File: src/rtl/uart_aes_pkg.sv
// Shared definitions for the UART <-> AES block transport (receive and transmit paths).
//   BLOCK_BYTES   : bytes per AES block
//   BLOCK_W       : block width in bits
//   rx_state_t    : receiver FSM states
//   clks_per_bit(): integer clock cycles per UART bit, truncated
package uart_aes_pkg;

    localparam int BLOCK_BYTES = 16;
    localparam int BLOCK_W     = BLOCK_BYTES * 8;

    typedef enum logic [1:0] {
        RX_IDLE,
        RX_START,
        RX_DATA,
        RX_STOP
    } rx_state_t;

    function automatic int clks_per_bit(input int clk_freq, input int baud_rate);
        return clk_freq / baud_rate;
    endfunction

endpackage

File: src/rtl/uart_rx.sv
// 8N1 UART byte receiver.
//   clk        in   system clock (rising edge)
//   reset      in   asynchronous active-low reset
//   rx         in   serial input, asynchronous, idles high
//   byte_valid out  one-cycle pulse, byte_data holds a good byte
//   byte_data  out  received byte (valid with byte_valid)
//   frame_err  out  one-cycle pulse, stop bit sampled low (byte discarded)
module uart_rx
    import uart_aes_pkg::*;
#(
    parameter int CLK_FREQ  = 50_000_000,
    parameter int BAUD_RATE = 115200
) (
    input  logic       clk,
    input  logic       reset,
    input  logic       rx,
    output logic       byte_valid,
    output logic [7:0] byte_data,
    output logic       frame_err
);

    localparam int CPB      = clks_per_bit(CLK_FREQ, BAUD_RATE);
    localparam int HALF_BIT = CPB / 2;
    localparam int CNT_W    = $clog2(CPB);

    logic             rx_meta;
    logic             rx_s;
    logic             rx_prev;
    rx_state_t        state;
    logic [CNT_W-1:0] cnt;
    logic [2:0]       bit_idx;
    logic [7:0]       shift_reg;

    // The shift register is not touched between stop sample and next frame,
    // so it doubles as the byte output.
    assign byte_data = shift_reg;

    // 2-FF synchronizer plus one delayed copy for falling-edge detection.
    always_ff @(posedge clk or negedge reset) begin
        if (!reset) begin
            rx_meta <= 1'b1;
            rx_s    <= 1'b1;
            rx_prev <= 1'b1;
        end else begin
            rx_meta <= rx;
            rx_s    <= rx_meta;
            rx_prev <= rx_s;
        end
    end

    always_ff @(posedge clk or negedge reset) begin
        if (!reset) begin
            state      <= RX_IDLE;
            cnt        <= '0;
            bit_idx    <= '0;
            shift_reg  <= '0;
            byte_valid <= 1'b0;
            frame_err  <= 1'b0;
        end else begin
            byte_valid <= 1'b0;
            frame_err  <= 1'b0;
            unique case (state)
                RX_IDLE: begin
                    if (rx_prev && !rx_s) begin
                        state   <= RX_START;
                        cnt     <= '0;
                        bit_idx <= '0;
                    end
                end
                RX_START: begin
                    // Mid-start-bit check; a line that is high again was a glitch.
                    if (cnt == CNT_W'(HALF_BIT - 1)) begin
                        cnt   <= '0;
                        state <= rx_s ? RX_IDLE : RX_DATA;
                    end else begin
                        cnt <= cnt + 1'b1;
                    end
                end
                RX_DATA: begin
                    if (cnt == CNT_W'(CPB - 1)) begin
                        cnt       <= '0;
                        shift_reg <= {rx_s, shift_reg[7:1]};
                        if (bit_idx == 3'd7) begin
                            state <= RX_STOP;
                        end else begin
                            bit_idx <= bit_idx + 3'd1;
                        end
                    end else begin
                        cnt <= cnt + 1'b1;
                    end
                end
                RX_STOP: begin
                    if (cnt == CNT_W'(CPB - 1)) begin
                        cnt        <= '0;
                        byte_valid <= rx_s;
                        frame_err  <= !rx_s;
                        state      <= RX_IDLE;
                    end else begin
                        cnt <= cnt + 1'b1;
                    end
                end
                default: state <= RX_IDLE;
            endcase
        end
    end

endmodule

File: src/rtl/uart_rx_to_aes.sv
// UART receive path feeding an AES core: assembles 16 bytes into a 128-bit block.
//   clk         in   system clock (rising edge)
//   reset       in   asynchronous active-low reset
//   rx          in   UART serial input
//   block_ready in   downstream accepts block_data
//   block_data  out  assembled block, first byte in [127:120]
//   block_valid out  block_data valid, held until accepted
//   byte_cnt    out  bytes in the current partial block
//   frame_err   out  pulse: stop bit low (partial block discarded)
//   overrun_err out  pulse: completed block dropped, output still occupied
//   timeout_err out  pulse: partial block discarded after an idle gap
module uart_rx_to_aes
    import uart_aes_pkg::*;
#(
    parameter int CLK_FREQ     = 50_000_000,
    parameter int BAUD_RATE    = 115200,
    parameter int TIMEOUT_BITS = 40
) (
    input  logic               clk,
    input  logic               reset,
    input  logic               rx,
    input  logic               block_ready,
    output logic [BLOCK_W-1:0] block_data,
    output logic               block_valid,
    output logic [3:0]         byte_cnt,
    output logic               frame_err,
    output logic               overrun_err,
    output logic               timeout_err
);

    localparam int CPB          = clks_per_bit(CLK_FREQ, BAUD_RATE);
    localparam int TIMEOUT_CLKS = TIMEOUT_BITS * CPB;
    localparam int GAP_W        = $clog2(TIMEOUT_CLKS + 1);

    logic               byte_valid;
    logic [7:0]         byte_data;
    // Only the first 15 bytes are stored; the 16th goes straight to the output.
    logic [BLOCK_W-9:0] asm_reg;
    logic [GAP_W-1:0]   gap_cnt;
    logic [BLOCK_W-1:0] full_block;
    logic               block_done;
    logic               take;
    logic               gap_expired;

    uart_rx #(
        .CLK_FREQ  (CLK_FREQ),
        .BAUD_RATE (BAUD_RATE)
    ) u_rx (
        .clk        (clk),
        .reset      (reset),
        .rx         (rx),
        .byte_valid (byte_valid),
        .byte_data  (byte_data),
        .frame_err  (frame_err)
    );

    assign full_block  = {asm_reg, byte_data};
    assign block_done  = byte_valid && (byte_cnt == 4'(BLOCK_BYTES - 1));
    assign take        = block_valid && block_ready;
    assign gap_expired = (gap_cnt == GAP_W'(TIMEOUT_CLKS));

    // Assembler and inter-byte timeout. A byte always beats an expiring gap.
    always_ff @(posedge clk or negedge reset) begin
        if (!reset) begin
            asm_reg     <= '0;
            byte_cnt    <= '0;
            gap_cnt     <= '0;
            timeout_err <= 1'b0;
        end else begin
            timeout_err <= 1'b0;
            if (frame_err) begin
                byte_cnt <= '0;
                gap_cnt  <= '0;
            end else if (byte_valid) begin
                for (int i = 0; i < BLOCK_BYTES - 1; i++) begin
                    if (byte_cnt == 4'(i)) begin
                        asm_reg[(BLOCK_BYTES - 2 - i) * 8 +: 8] <= byte_data;
                    end
                end
                byte_cnt <= byte_cnt + 4'd1;
                gap_cnt  <= '0;
            end else if (byte_cnt == 4'd0) begin
                gap_cnt <= '0;
            end else if (gap_expired) begin
                byte_cnt    <= '0;
                gap_cnt     <= '0;
                timeout_err <= 1'b1;
            end else begin
                gap_cnt <= gap_cnt + 1'b1;
            end
        end
    end

    // Output register: a block that arrives while an unaccepted one is held is dropped.
    always_ff @(posedge clk or negedge reset) begin
        if (!reset) begin
            block_data  <= '0;
            block_valid <= 1'b0;
            overrun_err <= 1'b0;
        end else begin
            overrun_err <= 1'b0;
            if (block_done) begin
                if (!block_valid || take) begin
                    block_data  <= full_block;
                    block_valid <= 1'b1;
                end else begin
                    overrun_err <= 1'b1;
                end
            end else if (take) begin
                block_valid <= 1'b0;
            end
        end
    end

endmodule
File: config.mk
export PLATFORM = sky130hd
export DESIGN_NAME = uart_rx_to_aes
export DESIGN_NICKNAME = d
export VERILOG_FILES = /design/src/rtl/uart_aes_pkg.sv /design/src/rtl/uart_rx.sv /design/src/rtl/uart_rx_to_aes.sv
export SDC_FILE = /design/constraint.sdc
export NUM_CORES = 1
export LEC_CHECK = 0
export BUFFER_PORTS_ARGS = -buffer_cell sky130_fd_sc_hd__buf_2
export CORE_MARGIN = 3
export CORE_UTILIZATION = 45
export CTS_CLUSTER_DIAMETER = 200
export CTS_CLUSTER_SIZE = 28
export DETAILED_ROUTE_END_ITERATION = 12
export PLACE_DENSITY = 0.67
export SKIP_CTS_REPAIR_TIMING = 1
export SYNTH_ARGS = -nofsm -noshare
export SYNTH_HDL_FRONTEND = slang
export SYNTH_SLANG_ARGS = --single-unit
File: constraint.sdc
create_clock -name clk -period 2.5 [get_ports clk]
set_clock_uncertainty 0.2 [all_clocks]
set_input_delay 0.375 -clock clk [delete_from_list [all_inputs] [get_ports clk]]
set_output_delay 0.375 -clock clk [all_outputs]
set_load 0.01 [all_outputs]
==> impl_metrics.ini <==
[cts]
cts_made_buffers = 14
clock_path_buffers = 3
cts_root_buf = clkbuf_16
htree_levels = 1
clock_latency_ns = 0.50
cts.sinks = 297
clkSlewWorstSetupHoldPaths_ns = 0.11
cts_tree = done

[run_status]
status = completed

[worst_setup_path]
r2r_setup_slack_ns = 0.29
cpMostUsedCell = buf_12
cp.arrival_ns = 2.39
crit_fanout = 32
start_kind = flip-flop
critPathKind = flip-flop to flip-flop
r2r_end = block_data[11]
critPathBufInv = 2
cp_cell_sequence = ha_1, nand4_1, nor2b_4, buf_12, buf_12, mux2_2
cpLargestDelayFamily = buffers and inverters
required_ns = 2.68
worstSetupEndpointType = flip-flop
crit_slowest_cell = dfrtp_1
reg2reg_depth = 6
max_stage_delay_ns = 0.43
r2r-start = byte_cnt[0]

[cells_and_area]
largest_register_ffs = 128
regArea_um2 = 7440
final_layout_size_suffix_gt1_frac = 0.482
syn_to_final_growth_pct = 15.3
fillerInstances = 2174
multi_input_area_um2 = 4070
diodes = 0
num-nets-final = 960
final_util = 0.532

[floorplanning]
die_y_um = 167
die_w_um = 167
ios = 140
dieArea_um2 = 27900
start_util = 0.461
rows = 58
core_um2 = 25300

[synthesis]
synth_warnings = 0
synth_seq_cells = 297
synthesis.area_um2 = 11700
async_reset_ff_frac = 1.00
synthCells = 783
synth-edff-count = 0
synth_nets = 798
synth_seq_area_share = 0.636
syn_avg_cell_area_um2 = 14.9
synth_ff_type = dfrtp_1
ys_types = 45

[sta]
min_period_ns = 2.21
hold_violations = 0
tightest_slew_ns = 0.868
fmax_mhz = 452
rsz0062_at_grt = no
final.setup.tns_ns = 0
slew_violations = 0
slew-limit-headroom = 0.421
setup_ws_ns = 0.287
setup_violations = 0
period_share = 0.885

[pwr]
peakVddDrop_uv = 393
total_power_mw = 7.85
power_density_nw_per_um2 = 582
leakage_nw = 7.08

[global_route]
grt_max_degree = 65
overflow = 0
grt_pass1_wl_um = 40200
grt_pass1_vias = 6972
grt_usage = 0.177
antenna_found_initial = 1

[routing]
routed_wl_um = 24300
antenna_left = 0
routed_via_density = 5.26
wl_per_cell_um = 19.0
drtIter0Drc = 394
route.detailed.drc = 0
drt_first_pass_iters = 6
vias = 6732

[place]
port_buffers = 139
gp_congestion = 0.761
dp_slack_ns = 0.326
dp_hpwl_um = 16300

[min_path]
hold_path_startpoint = u_rx.rx_meta
hold_class = flip-flop to flip-flop
hold_depth = 0
hold_end = u_rx.rx_s

[flow_run]
cap_violations = 0
[layout make-up]
| cell class | count | area share |
|---|---|---|
| flip-flops and latches | 297 | 0.552 |
| multi-input cells | 442 | 0.302 |
| repair buffers | 178 | 0.0821 |
| well taps | 330 | 0.0306 |
| clock buffers | 19 | 0.0290 |
| inverters | 12 | 0.00334 |
| clock inverters | 1 | 0.00121 |
[worst max-delay path by stage]
| stage | depth (start not counted) | from | end | slack, ns |
|---|---|---|---|---|
| finish | 6 | byte_cnt[0] | block_data[11] | 0.29 |
| global route | 6 | byte_cnt[1] | block_data[15] | 0.16 |
| CTS | 6 | byte_cnt[0] | block_data[11] | 0.27 |
| detailed placement | 6 | byte_cnt[0] | block_data[11] | 0.33 |
| global placement | 6 | byte_cnt[0] | block_data[14] | 0.36 |
| floorplan | 6 | byte_cnt[0] | block_data[0] | 0.42 |
[logic make-up after synthesis]
| logic type | synth area share |
|---|---|
| muxes | 0.248 |
| and+or+nand+nor | 0.0594 |
| AOI/OAI and AO/OA | 0.0195 |
| DFF | 0.636 |
| adders and majority gates | 0.0118 |
| xor gates and xnor gates | 0.00899 |
| buffers and inverters | 0.0166 |
[layout by cell type, fill, tap and decap left out, types with 4 or more instances in the layout]
cell,netlist,layout
a21oi_1,7,7
and3_1,4,4
buf_12,0,8
buf_2,17,138
buf_4,0,28
clkbuf_1,14,4
clkbuf_16,0,15
dfrtp_1,294,294
ha_1,11,11
inv_1,12,12
mux2_2,256,256
nand2_1,29,29
nand2b_1,7,7
nand3_1,8,8
nand4_1,10,10
nor2_1,27,27
nor2b_1,5,4
nor3_1,6,6
nor4_1,6,6
o21ai_0,11,11
o22ai_1,6,6
or3_1,5,5
xnor2_1,6,6
xor2_1,6,6
[cell usage after synthesis, types with 4 or more instances]
cell type	instances	share of area
and3_1	4	0.0021
clkbuf_1	14	0.0045
nor2b_1	5	0.0027
nand2_1	29	0.0093
ha_1	11	0.012
o21ai_0	11	0.0047
nand3_1	8	0.0034
o22ai_1	6	0.0032
nor2_1	27	0.0087
nor4_1	6	0.0032
buf_2	17	0.0073
xnor2_1	6	0.0045
nand2b_1	7	0.0037
nor3_1	6	0.0026
nand4_1	10	0.0054
dfrtp_1	294	0.63
mux2_2	256	0.25
xor2_1	6	0.0045
a21oi_1	7	0.0030
inv_1	12	0.0039
or3_1	5	0.0027
[worst register-to-register path, cell delays in order, from the launching register on]
cell and delay, ns:
dfrtp_1 0.43, ha_1 0.19, nand4_1 0.19, nor2b_4 0.23, buf_12 0.22, buf_12 0.25, mux2_2 0.37
[per-layer routing]
layer  track usage  vias up  part of all wire
met5             0        -                 0
met4        0.0270        0             0.014
met3        0.0392       21             0.063
met2         0.274      164              0.45
met1         0.264     3464              0.47
li1              -     3083                 -
[stage by stage]
step / cells / hold WS [ns] / area (um2)
2_1_floorplan: 783 / -0.121 / 11700
3_3_place_gp: 1256 / 0.149 / 13000
3_5_place_dp: 1256 / 0.149 / 13000
4_1_cts: 1276 / -0.367 / 13400
5_1_grt: 1279 / 0.174 / 13500
6_report: 1279 / 0.164 / 13500
[power breakdown]
group | switching [mW] | internal [mW]
sequential | 0.0553 | 4.84
combinational | 0.229 | 0.121
clock | 1.48 | 1.12
No activity file was read; power rests on OpenSTA's default activity.
